===== config.mk =====
export PLATFORM = sky130hd
export DESIGN_NAME = pc_sequencer
export DESIGN_NICKNAME = d
export VERILOG_FILES = /design/src/rtl/mccoy_pkg.sv /design/src/rtl/pc_sequencer_pc_next.sv /design/src/rtl/pc_sequencer.sv
export SDC_FILE = /design/constraint.sdc
export NUM_CORES = 1
export LEC_CHECK = 0
export CORE_MARGIN = 5
export CORE_UTILIZATION = 41
export CTS_CLUSTER_SIZE = 24
export DETAILED_ROUTE_END_ITERATION = 10
export PLACE_DENSITY = 0.83
export SLEW_MARGIN = 20
export SYNTH_ARGS = -nofsm -noshare
export SYNTH_HDL_FRONTEND = slang
export SYNTH_SLANG_ARGS = --single-unit

===== constraint.sdc =====
create_clock -name clk -period 1.57 [get_ports clk]
set_input_delay 0.471 -clock clk [delete_from_list [all_inputs] [get_ports clk]]
set_output_delay 0.471 -clock clk [all_outputs]
set_load 0.05 [all_outputs]

===== src/rtl/mccoy_pkg.sv =====
// Shared McCoy core definitions: datapath width defaults, sequencer state
// encoding and the next-PC select values also used by the branch logic.
package mccoy_pkg;

  localparam int unsigned PC_W_DEF    = 6;
  localparam int unsigned INSTR_W_DEF = 8;

  typedef enum logic [1:0] {
    S_FETCH  = 2'd0,
    S_EXEC   = 2'd1,
    S_UPDATE = 2'd2,
    S_HALTED = 2'd3
  } seq_state_t;

  localparam logic PCSEL_INC = 1'b1;
  localparam logic PCSEL_ALU = 1'b0;

endpackage


===== src/rtl/pc_sequencer_pc_next.sv =====
// Next-PC selection: modulo-2^PC_W increment or ALU jump target.
module pc_next
  import mccoy_pkg::*;
#(
  parameter int unsigned PC_W = PC_W_DEF
) (
  input  logic [PC_W-1:0] pc,
  input  logic            pc_sel,
  input  logic [PC_W-1:0] alu_target,
  output logic [PC_W-1:0] pc_inc,
  output logic [PC_W-1:0] next_pc
);

  always_comb begin
    pc_inc  = pc + PC_W'(1);
    next_pc = (pc_sel == PCSEL_INC) ? pc_inc : alu_target;
  end

endmodule


===== src/rtl/pc_sequencer.sv =====
// Program counter owner and fetch/execute sequencer for the McCoy core.
// Optional link register enabled by defining MCCOY_LINK_REG_EN.
module pc_sequencer
  import mccoy_pkg::*;
#(
  parameter int unsigned PC_W    = PC_W_DEF,
  parameter int unsigned INSTR_W = INSTR_W_DEF
) (
  input  logic               clk,
  input  logic               reset,
  input  logic               pc_sel,
  input  logic [PC_W-1:0]    alu_target,
  input  logic [INSTR_W-1:0] instr_in,
  input  logic               instr_valid,
  input  logic               halt,
  output logic [PC_W-1:0]    fetch_addr,
  output logic               fetch_req,
  output logic [INSTR_W-1:0] instr_out,
  output logic               exec_en,
  output logic [PC_W-1:0]    pc,
  output logic [PC_W-1:0]    link_out
);

  seq_state_t      state_q, state_d;
  logic            sel_q;
  logic [PC_W-1:0] tgt_q;
  logic [PC_W-1:0] pc_inc;
  logic [PC_W-1:0] pc_nxt;

  pc_next #(.PC_W(PC_W)) u_pc_next (
    .pc         (pc),
    .pc_sel     (sel_q),
    .alu_target (tgt_q),
    .pc_inc     (pc_inc),
    .next_pc    (pc_nxt)
  );

  always_comb begin
    state_d   = state_q;
    fetch_req = 1'b0;
    exec_en   = 1'b0;
    case (state_q)
      S_FETCH: begin
        fetch_req = 1'b1;
        if (instr_valid) state_d = S_EXEC;
      end
      S_EXEC: begin
        exec_en = 1'b1;
        state_d = S_UPDATE;
      end
      S_UPDATE: state_d = halt ? S_HALTED : S_FETCH;
      S_HALTED: if (!halt) state_d = S_FETCH;
      default:  state_d = S_FETCH;
    endcase
  end

  // Branch result is captured at the end of EXEC so UPDATE is immune to
  // decode outputs changing once exec_en has dropped.
  always_ff @(posedge clk) begin
    if (reset) begin
      state_q   <= S_FETCH;
      pc        <= '0;
      instr_out <= '0;
      sel_q     <= PCSEL_INC;
      tgt_q     <= '0;
    end else begin
      state_q <= state_d;
      if (state_q == S_FETCH && instr_valid) instr_out <= instr_in;
      if (state_q == S_EXEC) begin
        sel_q <= pc_sel;
        tgt_q <= alu_target;
      end
      if (state_q == S_UPDATE) pc <= pc_nxt;
    end
  end

  assign fetch_addr = pc;

`ifdef MCCOY_LINK_REG_EN
  logic [PC_W-1:0] link_q;

  always_ff @(posedge clk) begin
    if (reset) begin
      link_q <= '0;
    end else if (state_q == S_UPDATE && sel_q == PCSEL_ALU) begin
      link_q <= pc_inc;
    end
  end

  assign link_out = link_q;
`else
  logic link_unused;

  assign link_unused = ^pc_inc;
  assign link_out    = '0;
`endif

endmodule


==> results.md <==
- Status: completed
- Top-count cell post-synth: dfxtp_1
- Rows: 18
- Routing usage on met2: about a quarter
- Die area: roughly 3700 µm²
- Hold Path Sink: tgt_q[4]$_SDFFE_PP0P_
- Mapped Area: ~1100 µm²
- Initial core utilization: approximately 43%
- Clock tree buffer depth: 2
- Power Density: between 700 and 800 nW/µm²
- Worst-Skew Late Latency: between 300 and 400 ps
- # diodes: 0
- Crit path arrival time: roughly 1100 ps
- DRC: 0
- Endpoint class of the critical path: primary output
- Register area share after synthesis: a little over two fifths
- Layout cells sized above 1: between 30 and 40%
- GR peak layer: met2
- Worst path required time: roughly 1100 ps
- Maximum vdd drop: ~540 µV
- Met1 Resource Use GR: between 10% and 20%
- DR vias/cell: around 5
- Yosys reg bits: 23
- Port Buffer Count: 40
- GPL Wtd Cong: around 0.82
- Post-Syn Instances: between 100 and 150
- Sum Neg Setup Slack: 0 ps
- Initial antenna violation count: 0
- Avg WL per Cell: 13.5 µm
- HPWL after detailed placement: 2.08 mm
- Initial DRC count: 25
- Startpoint Class: flip-flop
- HP Start: tgt_q[4]$_SDFFE_PP0P_
- Critical path type: reg2out
- Clk slew on worst S/H paths: ~120 ps
- Leakage: 0.713 nW
- Clock Skews: 3.63 ps
- Via count: 954
- Synth top area share: 42.8%
- RSZ-0062 raised after global routing: yes
- Cell Count, Final, Fillers Out: 192
- Worst-path fanout max: 7
- Synth top cells by count: dfxtp_1, buf_4, nand2_1, nor2_1, a21oi_1
- Overall die height: slightly above 60 µm
- First-pass GRT wire length: ~4.3 mm
- Nets: 183
- Post-synth EDFFs: 0
- Area growth syn-to-layout: 62.3%
- Final wirelength: roughly 2.6 mm
- Reg2reg setup slack: ~130 ps
- Min Tclk post-route: ~1500 ps
- Placed instance area: ~1700 µm²
- Worst R2R End: fetch_addr[3]$_SDFFE_PP0N_
- GRT overflow: 0
- Sinks on Clock Net: 23
- Antenna Nets Post-Route: 0
- Final period utilization: between 90 and 100%
- Grt met3 use: 7.34%
- Mean Syn Cell Area: 8.88 µm²
- Ys flop type: dfxtp_1
- Max Slew Vio Count: 0
- Hold_buf cts: 0
- GRT Total Usage: approximately 15%
- Vias in the first global route: roughly 1,000
- CTS tree: yes
- Placed cell count: around 180
- Max Cap Viol: 0
- Num CTS Buffers: 3
- R2R Path Start: sel_q$_SDFFE_PP1P_
- Endpoints failing setup: 0
- Clk root buf: clkbuf_4
- Hold Crit Class: reg2reg
- Worst hold margin: 471 ps
- Tot Pwr: around 0.0014 W
- Yosys cell types: 33
- Core area: between 2000 and 2500 µm²
- Top cell type by total area after synthesis: dfxtp_1
- Final Hold Fails: 0
- Die Wd: between 60 and 70 µm
- First-pass detailed-route iteration total: 4
- Achievable clock frequency: about 660 MHz
- FFs w/ async S/R, synth: 0%
- Ranking of synthesized cells by area: dfxtp_1, buf_4, mux2i_1
- WHS Path Cells: 2
- Yosys warnings: 0
- Io pins: 47
- Reg2reg path depth: 3
- Cell area after layout: 1740 µm²
- H-tree depth: 1
- Largest net degree at the start of global routing: 16
worst max path at each step:
stage          slack (ps)                        end  cells after the start                  startpoint
2_1_floorplan          20                  fetch_req                      2     state_q[1]$_SDFFE_PP0P_
3_3_place_gp          -90  instr_out[5]$_SDFFE_PP0P_                      5                 instr_valid
3_5_place_dp         -140  instr_out[2]$_SDFFE_PP0P_                      5                 instr_valid
4_1_cts                10              fetch_addr[0]                      2  fetch_addr[0]$_SDFFE_PP0N_
5_1_grt                -5                    exec_en                      3     state_q[1]$_SDFFE_PP0P_
6_report               40                    exec_en                      3     state_q[1]$_SDFFE_PP0P_
state kept, by name (all words and copies together), names as in the netlist:
register / cells
sel_q: 1
state_q: 2
tgt_q: 6
fetch_addr: 6
instr_out: 8
cell families (layout without fill, tap and decap cells):
kind of cell	Yosys count	count (layout)	share of synthesized area (%)
other	1	6	0.349
adder cells (fa/ha/maj)	1	1	1.16
flip-flops	23	23	42.8
AO/OA/AOI/OAI	23	23	13.6
AND/OR/NAND/NOR	43	43	20.6
multiplexers	9	9	8.38
buffers and inverters	21	57	13.0
worst max-delay path: stages, from the launching register on:
cell and delay [ps]:
dfxtp_4 390, nand2b_4 150, inv_4 70, buf_12 130
where the power goes:
group / internal [W] / switching (W) / total [W] / leakage [nW]
sequential: 0.000619 / 0.0000485 / 0.000667 / 0.190
clock: 0.0000991 / 0.000167 / 0.000266 / 0.0150
combinational: 0.000220 / 0.000231 / 0.000451 / 0.509
total: 0.000938 / 0.000447 / 0.00138 / 0.713
cell usage in the layout (no fill, tap or decap), types with 2 or more instances in the layout:
cell,synthesis,layout
buf_12,0,22
dfxtp_1,23,19
clkdlybuf4s50_1,0,18
nand2_1,14,14
a21oi_1,12,12
nor2_1,13,12
buf_4,14,10
mux2i_1,9,9
conb_1,1,6
nand3_1,3,3
clkbuf_4,0,3
dfxtp_2,0,3
nand2b_4,1,2
nor3b_1,2,2
a31oi_1,2,2
a22oi_1,2,2
nor2b_1,2,2
a211oi_1,2,2
final cells by class:
cell class,instances,area (µm²)
multi-input cells,82,503
inverters,3,13.8
clock buffers,4,26.3
well taps,30,37.5
repair buffers,50,696
fillers,197,756
flip-flops and latches,23,468
per-layer routing:
layer	vias up	wire length, µm
met5	-	0
met4	0	25
met3	3	292
met2	43	1260
met1	428	1020
li1	480	-
through the flow:
| step | worst slack (ps) | util, % |
|---|---|---|
| after floorplan | 21.0 | - |
| after global placement | -90.3 | 66.7 |
| after detailed placement | -143 | 66.7 |
| after CTS | 9.77 | 68.7 |
| after global routing | -4.84 | 69.8 |
| final | 43.4 | 69.8 |
repair_timing:
item | CTS | global route
pin swaps | 0 | 0
endpoints found under the setup margin | 3 | 4
setup buffers | 1 | 3
gates resized for setup | 6 | 2
hold endpoints to repair | 0 | 0
Note: power is estimated with default switching activity, not from simulation.
